## config.mk

```make
export PLATFORM = sky130hd
export DESIGN_NAME = player_motion_ctrl
export DESIGN_NICKNAME = d
export VERILOG_FILES = /design/src/rtl/player_motion_ctrl.sv
export SDC_FILE = /design/constraint.sdc
export NUM_CORES = 1
export LEC_CHECK = 0
export CAP_MARGIN = 10
export CORE_MARGIN = 2
export CORE_UTILIZATION = 50
export CTS_CLUSTER_SIZE = 16
export DETAILED_ROUTE_END_ITERATION = 7
export GPL_ROUTABILITY_DRIVEN = 0
export PLACE_DENSITY = 0.71
export SYNTH_ARGS = -nofsm -noshare
export SYNTH_HDL_FRONTEND = slang
export SYNTH_SLANG_ARGS = --single-unit
```

## constraint.sdc

```tcl
create_clock -name clk -period 2.3 [get_ports clk]
set_input_delay 0.575 -clock clk [delete_from_list [all_inputs] [get_ports clk]]
set_output_delay 0.575 -clock clk [all_outputs]
set_load 0.01 [all_outputs]
```

## src/rtl/player_motion_ctrl.sv

```systemverilog
// Player motion controller: debounced one-hot buttons drive grid position and heading,
// with forward moves validated against the map through a req/ack lookup.
module player_motion_ctrl #(
    parameter int COORD_W     = 4,
    parameter int DB_CYCLES   = 1000000,
    parameter int ACK_TIMEOUT = 255,
    parameter int START_X     = 1,
    parameter int START_Y     = 1,
    parameter int START_DIR   = 0
) (
    input  logic               clk,
    input  logic               rst_n,
    input  logic               rotate_n90_press,
    input  logic               forward_press,
    input  logic               rotate_90_press,
    output logic               map_req,
    output logic [COORD_W-1:0] map_x,
    output logic [COORD_W-1:0] map_y,
    input  logic               map_ack,
    input  logic               map_wall,
    output logic [COORD_W-1:0] pos_x,
    output logic [COORD_W-1:0] pos_y,
    output logic [1:0]         heading,
    output logic               moved,
    output logic               blocked,
    output logic               busy
);

    localparam int DB_W = $clog2(DB_CYCLES + 1);
    localparam int TO_W = $clog2(ACK_TIMEOUT + 1);

    localparam logic [DB_W-1:0]    DB_LAST   = DB_W'(DB_CYCLES - 1);
    localparam logic [DB_W-1:0]    DB_ONE    = DB_W'(1);
    localparam logic [DB_W-1:0]    DB_ZERO   = DB_W'(0);
    localparam logic [TO_W-1:0]    TO_LAST   = TO_W'(ACK_TIMEOUT - 1);
    localparam logic [TO_W-1:0]    TO_ONE    = TO_W'(1);
    localparam logic [TO_W-1:0]    TO_ZERO   = TO_W'(0);
    localparam logic [COORD_W-1:0] C_ZERO    = COORD_W'(0);
    localparam logic [COORD_W-1:0] C_ONE     = COORD_W'(1);
    localparam logic [COORD_W-1:0] C_MAX     = {COORD_W{1'b1}};
    localparam logic [COORD_W-1:0] C_START_X = COORD_W'(START_X);
    localparam logic [COORD_W-1:0] C_START_Y = COORD_W'(START_Y);
    localparam logic [1:0]         D_START   = 2'(START_DIR);

    typedef enum logic [1:0] {
        ST_IDLE  = 2'd0,
        ST_QUERY = 2'd1,
        ST_DONE  = 2'd2
    } state_t;

    // Button index: 0 = rotate -90, 1 = forward, 2 = rotate +90
    logic [2:0]      raw_s;
    logic [2:0]      sync1_r;
    logic [2:0]      sync2_r;
    logic [2:0]      db_r;
    logic [2:0]      db_prev_r;
    logic [DB_W-1:0] db_cnt_r [3];
    logic [2:0]      rise_s;
    logic            evt_n90_s;
    logic            evt_fwd_s;
    logic            evt_p90_s;

    state_t state_r;
    state_t state_s;

    logic [COORD_W-1:0] pos_x_r, pos_x_s;
    logic [COORD_W-1:0] pos_y_r, pos_y_s;
    logic [1:0]         heading_r, heading_s;
    logic               map_req_r, map_req_s;
    logic [COORD_W-1:0] map_x_r, map_x_s;
    logic [COORD_W-1:0] map_y_r, map_y_s;
    logic               moved_r, moved_s;
    logic               blocked_r, blocked_s;
    logic               busy_r;
    logic [TO_W-1:0]    tmo_cnt_r, tmo_cnt_s;
    logic               tmo_hit_s;
    logic [COORD_W-1:0] tgt_x_s;
    logic [COORD_W-1:0] tgt_y_s;
    logic               oob_s;

    assign raw_s = {rotate_90_press, forward_press, rotate_n90_press};

    // Two-flop synchroniser for the raw button levels
    always_ff @(posedge clk or negedge rst_n) begin
        if (!rst_n) begin
            sync1_r <= 3'b000;
            sync2_r <= 3'b000;
        end else begin
            sync1_r <= raw_s;
            sync2_r <= sync1_r;
        end
    end

    // Debounce: a level is accepted after DB_CYCLES consecutive differing samples
    always_ff @(posedge clk or negedge rst_n) begin
        if (!rst_n) begin
            db_r      <= 3'b000;
            db_prev_r <= 3'b000;
            for (int i = 0; i < 3; i++) begin
                db_cnt_r[i] <= DB_ZERO;
            end
        end else begin
            db_prev_r <= db_r;
            for (int i = 0; i < 3; i++) begin
                if (sync2_r[i] != db_r[i]) begin
                    if (db_cnt_r[i] == DB_LAST) begin
                        db_r[i]     <= sync2_r[i];
                        db_cnt_r[i] <= DB_ZERO;
                    end else begin
                        db_cnt_r[i] <= db_cnt_r[i] + DB_ONE;
                    end
                end else begin
                    db_cnt_r[i] <= DB_ZERO;
                end
            end
        end
    end

    // An edge only counts when the other two buttons are released
    assign rise_s    = db_r & ~db_prev_r;
    assign evt_n90_s = rise_s[0] & ~db_r[1] & ~db_r[2];
    assign evt_fwd_s = rise_s[1] & ~db_r[0] & ~db_r[2];
    assign evt_p90_s = rise_s[2] & ~db_r[0] & ~db_r[1];
    assign tmo_hit_s = (tmo_cnt_r == TO_LAST);

    // Target cell one step ahead; leaving the grid is refused rather than wrapped
    always_comb begin
        tgt_x_s = pos_x_r;
        tgt_y_s = pos_y_r;
        oob_s   = 1'b0;
        case (heading_r)
            2'd0: begin
                if (pos_y_r == C_ZERO) oob_s = 1'b1;
                else                   tgt_y_s = pos_y_r - C_ONE;
            end
            2'd1: begin
                if (pos_x_r == C_MAX) oob_s = 1'b1;
                else                  tgt_x_s = pos_x_r + C_ONE;
            end
            2'd2: begin
                if (pos_y_r == C_MAX) oob_s = 1'b1;
                else                  tgt_y_s = pos_y_r + C_ONE;
            end
            2'd3: begin
                if (pos_x_r == C_ZERO) oob_s = 1'b1;
                else                   tgt_x_s = pos_x_r - C_ONE;
            end
            default: oob_s = 1'b1;
        endcase
    end

    // FSM state register
    always_ff @(posedge clk or negedge rst_n) begin
        if (!rst_n) state_r <= ST_IDLE;
        else        state_r <= state_s;
    end

    // FSM next-state logic
    always_comb begin
        state_s = state_r;
        case (state_r)
            ST_IDLE: begin
                if (evt_fwd_s && !oob_s) state_s = ST_QUERY;
                else                     state_s = ST_IDLE;
            end
            ST_QUERY: begin
                if (map_ack || tmo_hit_s) state_s = ST_DONE;
                else                      state_s = ST_QUERY;
            end
            ST_DONE: state_s = ST_IDLE;
            default: state_s = ST_IDLE;
        endcase
    end

    // FSM output logic: next values for the registered player state and map port
    always_comb begin
        pos_x_s   = pos_x_r;
        pos_y_s   = pos_y_r;
        heading_s = heading_r;
        map_req_s = map_req_r;
        map_x_s   = map_x_r;
        map_y_s   = map_y_r;
        moved_s   = 1'b0;
        blocked_s = 1'b0;
        tmo_cnt_s = tmo_cnt_r;
        case (state_r)
            ST_IDLE: begin
                tmo_cnt_s = TO_ZERO;
                if (evt_n90_s) begin
                    heading_s = heading_r - 2'd1;
                    moved_s   = 1'b1;
                end else if (evt_p90_s) begin
                    heading_s = heading_r + 2'd1;
                    moved_s   = 1'b1;
                end else if (evt_fwd_s) begin
                    if (oob_s) begin
                        blocked_s = 1'b1;
                    end else begin
                        map_req_s = 1'b1;
                        map_x_s   = tgt_x_s;
                        map_y_s   = tgt_y_s;
                    end
                end else begin
                    map_req_s = 1'b0;
                end
            end
            ST_QUERY: begin
                if (map_ack) begin
                    map_req_s = 1'b0;
                    if (map_wall) begin
                        blocked_s = 1'b1;
                    end else begin
                        pos_x_s = map_x_r;
                        pos_y_s = map_y_r;
                        moved_s = 1'b1;
                    end
                end else if (tmo_hit_s) begin
                    map_req_s = 1'b0;
                    blocked_s = 1'b1;
                end else begin
                    tmo_cnt_s = tmo_cnt_r + TO_ONE;
                end
            end
            ST_DONE: begin
                map_req_s = 1'b0;
                tmo_cnt_s = TO_ZERO;
            end
            default: begin
                map_req_s = 1'b0;
                tmo_cnt_s = TO_ZERO;
            end
        endcase
    end

    // Registered player state, map port and status pulses
    always_ff @(posedge clk or negedge rst_n) begin
        if (!rst_n) begin
            pos_x_r   <= C_START_X;
            pos_y_r   <= C_START_Y;
            heading_r <= D_START;
            map_req_r <= 1'b0;
            map_x_r   <= C_ZERO;
            map_y_r   <= C_ZERO;
            moved_r   <= 1'b0;
            blocked_r <= 1'b0;
            busy_r    <= 1'b0;
            tmo_cnt_r <= TO_ZERO;
        end else begin
            pos_x_r   <= pos_x_s;
            pos_y_r   <= pos_y_s;
            heading_r <= heading_s;
            map_req_r <= map_req_s;
            map_x_r   <= map_x_s;
            map_y_r   <= map_y_s;
            moved_r   <= moved_s;
            blocked_r <= blocked_s;
            busy_r    <= (state_s != ST_IDLE);
            tmo_cnt_r <= tmo_cnt_s;
        end
    end

    assign map_req = map_req_r;
    assign map_x   = map_x_r;
    assign map_y   = map_y_r;
    assign pos_x   = pos_x_r;
    assign pos_y   = pos_y_r;
    assign heading = heading_r;
    assign moved   = moved_r;
    assign blocked = blocked_r;
    assign busy    = busy_r;

endmodule
```

==> metrics.yaml, run 1 <==
timing:
  fmax_ghz: 0.466
  fin_worst_skew_ns: 0.0125
  period_minus_slack_ns: 2.15
  setup_viol: 0
  worst_pin_slew_ns: 0.613
  period_share_pct: 93.3
  setup_ws_ns: 0.154
  fin_tns_setup_ns: 0
  slew_violations: 0
  slew_headroom_pct: 59.1
  rsz0062_at_grt: "false"
  finalHoldViolations: 0
clocking:
  tritoncts: "yes"
  insertion_delay_ns: 0.37
  cts_setup_buffers: 0
  clock_path_buffers: 2
  clockRootBuffer: "clkbuf_8"
  post_cts_resized: 0
  cts_buffers: 9
  cts.clk_slew.worst_paths_ns: 0.10
  numClockSinks: 104
  hold_buffers: 0
  htree_num_levels: 3
detailed_routing:
  vias_per_cell: 5.64
  ant_nets: 0
  dr.first_iter.drc_count: 166
  avgRoutedWirePerCell_um: 13.9
  drt-total-wl_mm: 9.65
  vias: 3920
  first_pass_iters: 4
  drc_errors: 0
synthesis:
  syn-instance-count: 520
  synthFlopType: "dfrtp_1"
  syn_area_per_cell_sq_um: 10.0
  synth_top_area_share_pct: 49.1
  ys_top_cells_by_area: "dfrtp_1 49%, xnor2_1 4.9%, nor2_1 3.5%"
  synthArstFlopShare_pct: 100
  syn-cell-area_sq_mm: 0.00520
  synth_cell_types: 54
  ys_ff_latch: 104
  synth_edf_count: 0
  yosysSeqAreaShare_pct: 50.1
  synthesis.nets: 541
  synth_top_area_cell: "dfrtp_1"
  yosys_warnings: 0
power:
  power_leakage_nw: 2.38
  vdd_drop_max_mv: 0.328
  powerDensity_mw_per_mm2: 543
  fin_total_pwr_w: 0.00321
setup_path:
  setup.worst_path.class: "reg2reg"
  max_stage_delay_ns: 0.64
  cp-startpoint: "db_cnt_r[40]"
  required_ns: 2.59
  cp_top_family: "simple AND/OR/NAND/NOR gates"
  crit_slowest_cell: "or4_1"
  path_buf_inv: 0
  critical_path.startpoint_type: "register"
  path_max_fanout: 8
  critPathArrivalTime_ns: 2.44
  crit_chain: "ha_1 -> nand2_1 -> or4_1 -> or4_4 -> a21oi_2"
  end_kind: "register"
  timing.rr.start: "db_cnt_r[40]"
global_routing:
  grt.total_usage_pct: 18.7
  antenna_found_initial: 0
  grt_max_degree: 42
  grt_pass1_vias: 3807
  grt_first_pass_wirelength_mm: 17.2
  grt_remaining_overflow: 0
run:
  maxCapViolCount: 0
layout:
  layout.nets: 575
  drive_above_1_share_pct: 9.84
  area_growth_pct: 13.6
  stdcell_count: 695
  diodes: 0
hold_path:
  hold_class: "in2async"
place:
  portBuffers: 28
  place_ws_ns: 0.162
  hpwl_mm: 6.93
  dp_cells: 679
floorplan:
  core-area_sq_mm: 0.0102
  die-area_sq_mm: 0.0112
  fp.dieH_um: 106
  start_util_pct: 50.8
  fp.dieW_um: 106
  ios: 29
  row_count: 37
run_status:
  status: "finished, final reports clean"
-- cells in the final DEF, fill, tap and decap left out, types with 11 or more instances in the layout --
master / Yosys / layout
a21oi_1: 31 / 31
buf_4: 0 / 12
clkdlybuf4s50_1: 0 / 27
dfrtp_1: 102 / 102
ha_1: 14 / 14
inv_1: 23 / 23
mux2_2: 14 / 14
nand2_1: 32 / 32
nand3_1: 28 / 28
nand4_1: 11 / 11
nor2_1: 49 / 49
nor3_1: 14 / 14
o21ai_0: 24 / 24
o31ai_1: 12 / 11
or3_1: 18 / 18
or4_1: 12 / 12
xnor2_1: 29 / 29
xor2_1: 12 / 12
-- final cells by class --
cell class,instances,area [sq um]
Clock buffer,12,135
Clock inverter,4,53.8
Fill cell,888,4320
Inverter,23,86.3
Multi-Input combinational cell,374,2440
Sequential cell,104,2610
Tap cell,136,170
Timing Repair Buffer,42,420
-- state kept, by name, indices dropped and copies added, names as in the netlist --
register and count:
pos_y 4, db_prev_r 3, db_cnt_r 60, pos_x 4
state_r 2, sync2_r 3, tmo_cnt_r 8, sync1_r 3
map_y 4, map_x 4, heading 2, blocked 1
busy 1, db_r 3, map_req 1, moved 1
-- metal layers --
metal,vias to the layer above,global-route usage (%),part of all wire (%)
li1,1925,-,-
met1,1918,25.1,48
met2,60,30.8,47
met3,17,2.76,2.7
met4,0,7.33,2.1
met5,-,0,0
-- Yosys cell counts, types with 4 or more instances --
master	instances
and4_1	4
nand4_1	11
xor2_1	12
o21ai_0	24
dfrtp_1	102
or4_1	12
nand2_1	32
nor2_1	49
mux2_2	14
and3_1	4
or3_1	18
clkbuf_1	14
nand3_1	28
nand2b_1	7
o31ai_1	12
nor4_1	10
buf_2	5
a21oi_1	31
xnor2_1	29
nor3_1	14
inv_1	23
ha_1	14
-- path summary, 6_finish.rpt --
path / cells after the start / slack, ns / to
max: 5 / 0.15 / db_cnt_r[58]
min: 1 / 0.22 / pos_y[2]
max reg2reg: 5 / 0.15 / db_cnt_r[58]
min reg2reg: 0 / 0.35 / sync2_r[2]
max in group asynchronous: 2 / 1.48 / pos_y[0]
min in group clk: 0 / 0.35 / sync2_r[2]
-- power breakdown --
part,leakage (nW),internal [W],switching (W)
clock network,0.0872,0.000510,0.000611
logic,0.879,0.0000826,0.000117
registers,1.42,0.00186,0.0000330
total,2.38,0.00245,0.000762
-- kinds of logic after synthesis --
group,after synthesis,share of synthesized area (%)
adders and majority gates,14,3.37
and+or+nand+nor,212,22.2
DFF,104,50.1
AOI/OAI and AO/OA,90,10.7
buffers and inverters,42,3.15
muxes,17,3.61
xor gates and xnor gates,41,6.91
-- through the flow --
| step | instance area, sq um | utilization [%] | hold WS [ns] |
|---|---|---|---|
| global placement | 5720 | 55.9 | 0.334 |
| CTS | 5910 | 57.7 | 0.227 |
| floorplan | 5200 | - | 0.279 |
| global route | 5910 | 57.7 | 0.253 |
| finish | 5910 | 57.7 | 0.222 |
| detailed placement | 5720 | 55.9 | 0.335 |
Power figures use the tool's default switching activity.
==> inputs of run 2 (changes only) <==
--- a/config.mk
+++ b/config.mk
@@ -8,10 +8,11 @@
 export CAP_MARGIN = 10
 export CORE_MARGIN = 2
 export CORE_UTILIZATION = 50
-export CTS_CLUSTER_SIZE = 16
+export CTS_CLUSTER_SIZE = 14
 export DETAILED_ROUTE_END_ITERATION = 7
 export GPL_ROUTABILITY_DRIVEN = 0
 export PLACE_DENSITY = 0.71
+export SKIP_LAST_GASP = 1
 export SYNTH_ARGS = -nofsm -noshare
 export SYNTH_HDL_FRONTEND = slang
 export SYNTH_SLANG_ARGS = --single-unit
==> results of run 2 <==
No change in the layout: final DEF, timing and power equal those of run 1.
==> inputs of run 3 (changes only) <==
--- a/config.mk
+++ b/config.mk
@@ -11,7 +11,8 @@
 export CTS_CLUSTER_SIZE = 14
 export DETAILED_ROUTE_END_ITERATION = 7
 export GPL_ROUTABILITY_DRIVEN = 0
-export PLACE_DENSITY = 0.71
+export GPL_TIMING_DRIVEN = 1
+export PLACE_DENSITY = 0.75
 export SKIP_LAST_GASP = 1
 export SYNTH_ARGS = -nofsm -noshare
 export SYNTH_HDL_FRONTEND = slang
==> run 3 against run 2 <==
  * Cell count shrank 0.43%
  * Global-route usage grew 0.54 points
  * Die area is the same
  * Maximum frequency shrank 0.65%
  * First-iteration DRC count grew 45%
  * Highest routed layer unchanged
  * Critical path depth shrank 4
  * Clock-buffer cell count shrank 2
  * Register-to-register slack is essentially flat
  * Cell area shrank 0.53%
  * Clock power is essentially flat
  * Hold slack lost 0.021 ns
  * Flip-flop and latch count is the same
==> metrics.yaml, run 3 (synthesis results as in run 1) <==
run_status:
  status: "finished, final reports clean"
detailed_routing:
  dr.first_iter.drc_count: 240  # +45%
  first_pass_iters: 4  # unchanged
  routed.top_layer: "met4"
  vias_per_cell: 5.64  # about the same
  ant_nets: 0  # unchanged
  route.met2.wl_mm: 4.81  # +5.5%
  drt-total-wl_mm: 9.94  # +3.1%
  drc_errors: 0  # unchanged
  vias: 3905  # -0.38%
  met1_length_mm: 4.67  # +0.82%
  avgRoutedWirePerCell_um: 14.4  # +3.5%
  dr_wl_met3_um: 302  # +17%
timing:
  rsz0062_at_grt: "false"
  period_share_pct: 93.9  # +0.61 points
  fin_worst_skew_ns: 0.0213  # +0.00882 ns
  hold-worst-slack_ns: 0.202  # -0.0208 ns
  finalHoldViolations: 0  # unchanged
  fmax_ghz: 0.463  # -0.65%
  period_minus_slack_ns: 2.16  # +0.0140 ns
  slew_violations: 0  # unchanged
  worst_pin_slew_ns: 0.589  # -0.0247 ns
  setup_viol: 0  # unchanged
  slew_headroom_pct: 60.8  # +1.6 points
  fin_tns_setup_ns: 0  # unchanged
place:
  hpwl_mm: 7.10  # +2.5%
  portBuffers: 28  # unchanged
global_routing:
  grt_max_degree: 45  # +7.1%
  grt_first_pass_wirelength_mm: 17.7  # +3.0%
  grt.total_usage_pct: 19.3  # +0.54 points
  grt_pass1_vias: 3836  # +0.76%
  antenna_found_initial: 0  # unchanged
  grt_remaining_overflow: 0  # unchanged
power:
  powerDensity_mw_per_mm2: 543  # -0.10%
  power_leakage_nw: 2.37  # -0.53%
  vdd_drop_max_mv: 0.286  # -13%
  fin_total_pwr_w: 0.00319  # -0.63%
layout:
  drive_above_1_share_pct: 9.89  # +0.053 points
  area_growth_pct: 13.0
  utilization_pct: 57.4  # -0.31 points
  layout_common_cells: "102 x dfrtp_1, 48 x nor2_1, 32 x nand2_1"
  final_common_cell: "dfrtp_1"
  largest_register_ffs: 60  # unchanged
  top_regs: "db_cnt_r (60), tmo_cnt_r (8)"
  layout.nets: 572  # -0.52%
  fillCellCount: 850  # -4.3%
  diodes: 0  # unchanged
  regMostFlops: "db_cnt_r"
floorplan:
  row_count: 37  # unchanged
  fp.dieH_um: 106  # unchanged
  start_util_pct: 50.8  # unchanged
  ios: 29  # unchanged
  die-area_sq_mm: 0.0112  # unchanged
  core-area_sq_mm: 0.0102  # unchanged
  fp.dieW_um: 106  # unchanged
setup_path:
  reg2reg_depth: 6  # +1
  path_max_fanout: 12  # +4
  required_ns: 1.73  # -0.86 ns
  crit_slowest_cell: "clkdlybuf4s50_1"
  path_buf_inv: 1  # +1
  crit_chain: "clkdlybuf4s50_1"
  end_kind: "output port"
  max_stage_delay_ns: 0.62  # -0.02 ns
  cp_top_family: "buffers and inverters"
  critical_path.startpoint_type: "register"
  critPathArrivalTime_ns: 1.59  # -0.85 ns
  setup.worst_path.class: "reg2out"
  worstSetupPathDepth: 1  # -4
hold_path:
  hold_class: "in2async"
clocking:
  cts_buffers: 9  # unchanged
  numClockSinks: 104  # unchanged
  cts_setup_buffers: 0  # unchanged
  hold_buffers: 0  # unchanged
  clock_path_buffers: 2  # unchanged
  insertion_delay_ns: 0.37  # about the same
  post_cts_resized: 1  # +1
  htree_num_levels: 3  # unchanged
  clockRootBuffer: "clkbuf_8"
  cts.clk_slew.worst_paths_ns: 0.11  # about the same
  tritoncts: "yes"
run:
  maxCapViolCount: 0  # unchanged
-- run 3: cell types whose count changed in the layout (fill, tap and decap cells not counted), sizes merged --
cell,previous run,this run
buf,15,12
bufinv,1,0
clkbuf,12,10
clkinv,0,3
clkinvlp,2,0
inv,24,26
-- run 3: routing by layer --
metal / vias up / global-route usage (%)
met1: 1892 / 26.3
met4: 0 / 6.48
met2: 73 / 31.3
met5: - / 0
met3: 18 / 3.37
li1: 1922 / -
-- run 3: per-stage QoR --
step,cells,setup slack (ns),cell area (sq um)
final,692,0.140,5880
after global routing,692,0.0372,5880
after CTS,692,0.142,5880
after detailed placement,676,0.0197,5680
after global placement,676,0.0602,5680
after floorplan,520,0.117,5200
-- run 3: final cells by class --
cell class                 count  area, sq um  area share (%)
clock buffer                  10          128            2.17
clock inverter                 6         62.6            1.06
inverter                      23         86.3            1.47
multi-input combinational    374         2440            41.5
sequential                   104         2610            44.3
tap                          136          170            2.90
timing repair buffer          39          385            6.56
-- run 3: worst paths after layout --
| kind | startpoint | end | slack (ns) |
|---|---|---|---|
| setup reg to reg | pos_y[0] | map_y[0] | 0.15 |
| max in group asynchronous | rst_n | sync2_r[2] | 1.52 |
| hold / removal | rst_n | db_cnt_r[9] | 0.20 |
| min in group clk | sync1_r[1] | sync2_r[1] | 0.36 |
| setup / recovery | pos_y[3] | pos_y[3] | 0.14 |
| hold reg to reg | sync1_r[1] | sync2_r[1] | 0.36 |
-- run 3: power breakdown --
group | switching, W | internal [W]
clock network | 0.000675 | 0.000423
logic | 0.000120 | 0.0000806
registers | 0.0000346 | 0.00186
total | 0.000830 | 0.00236
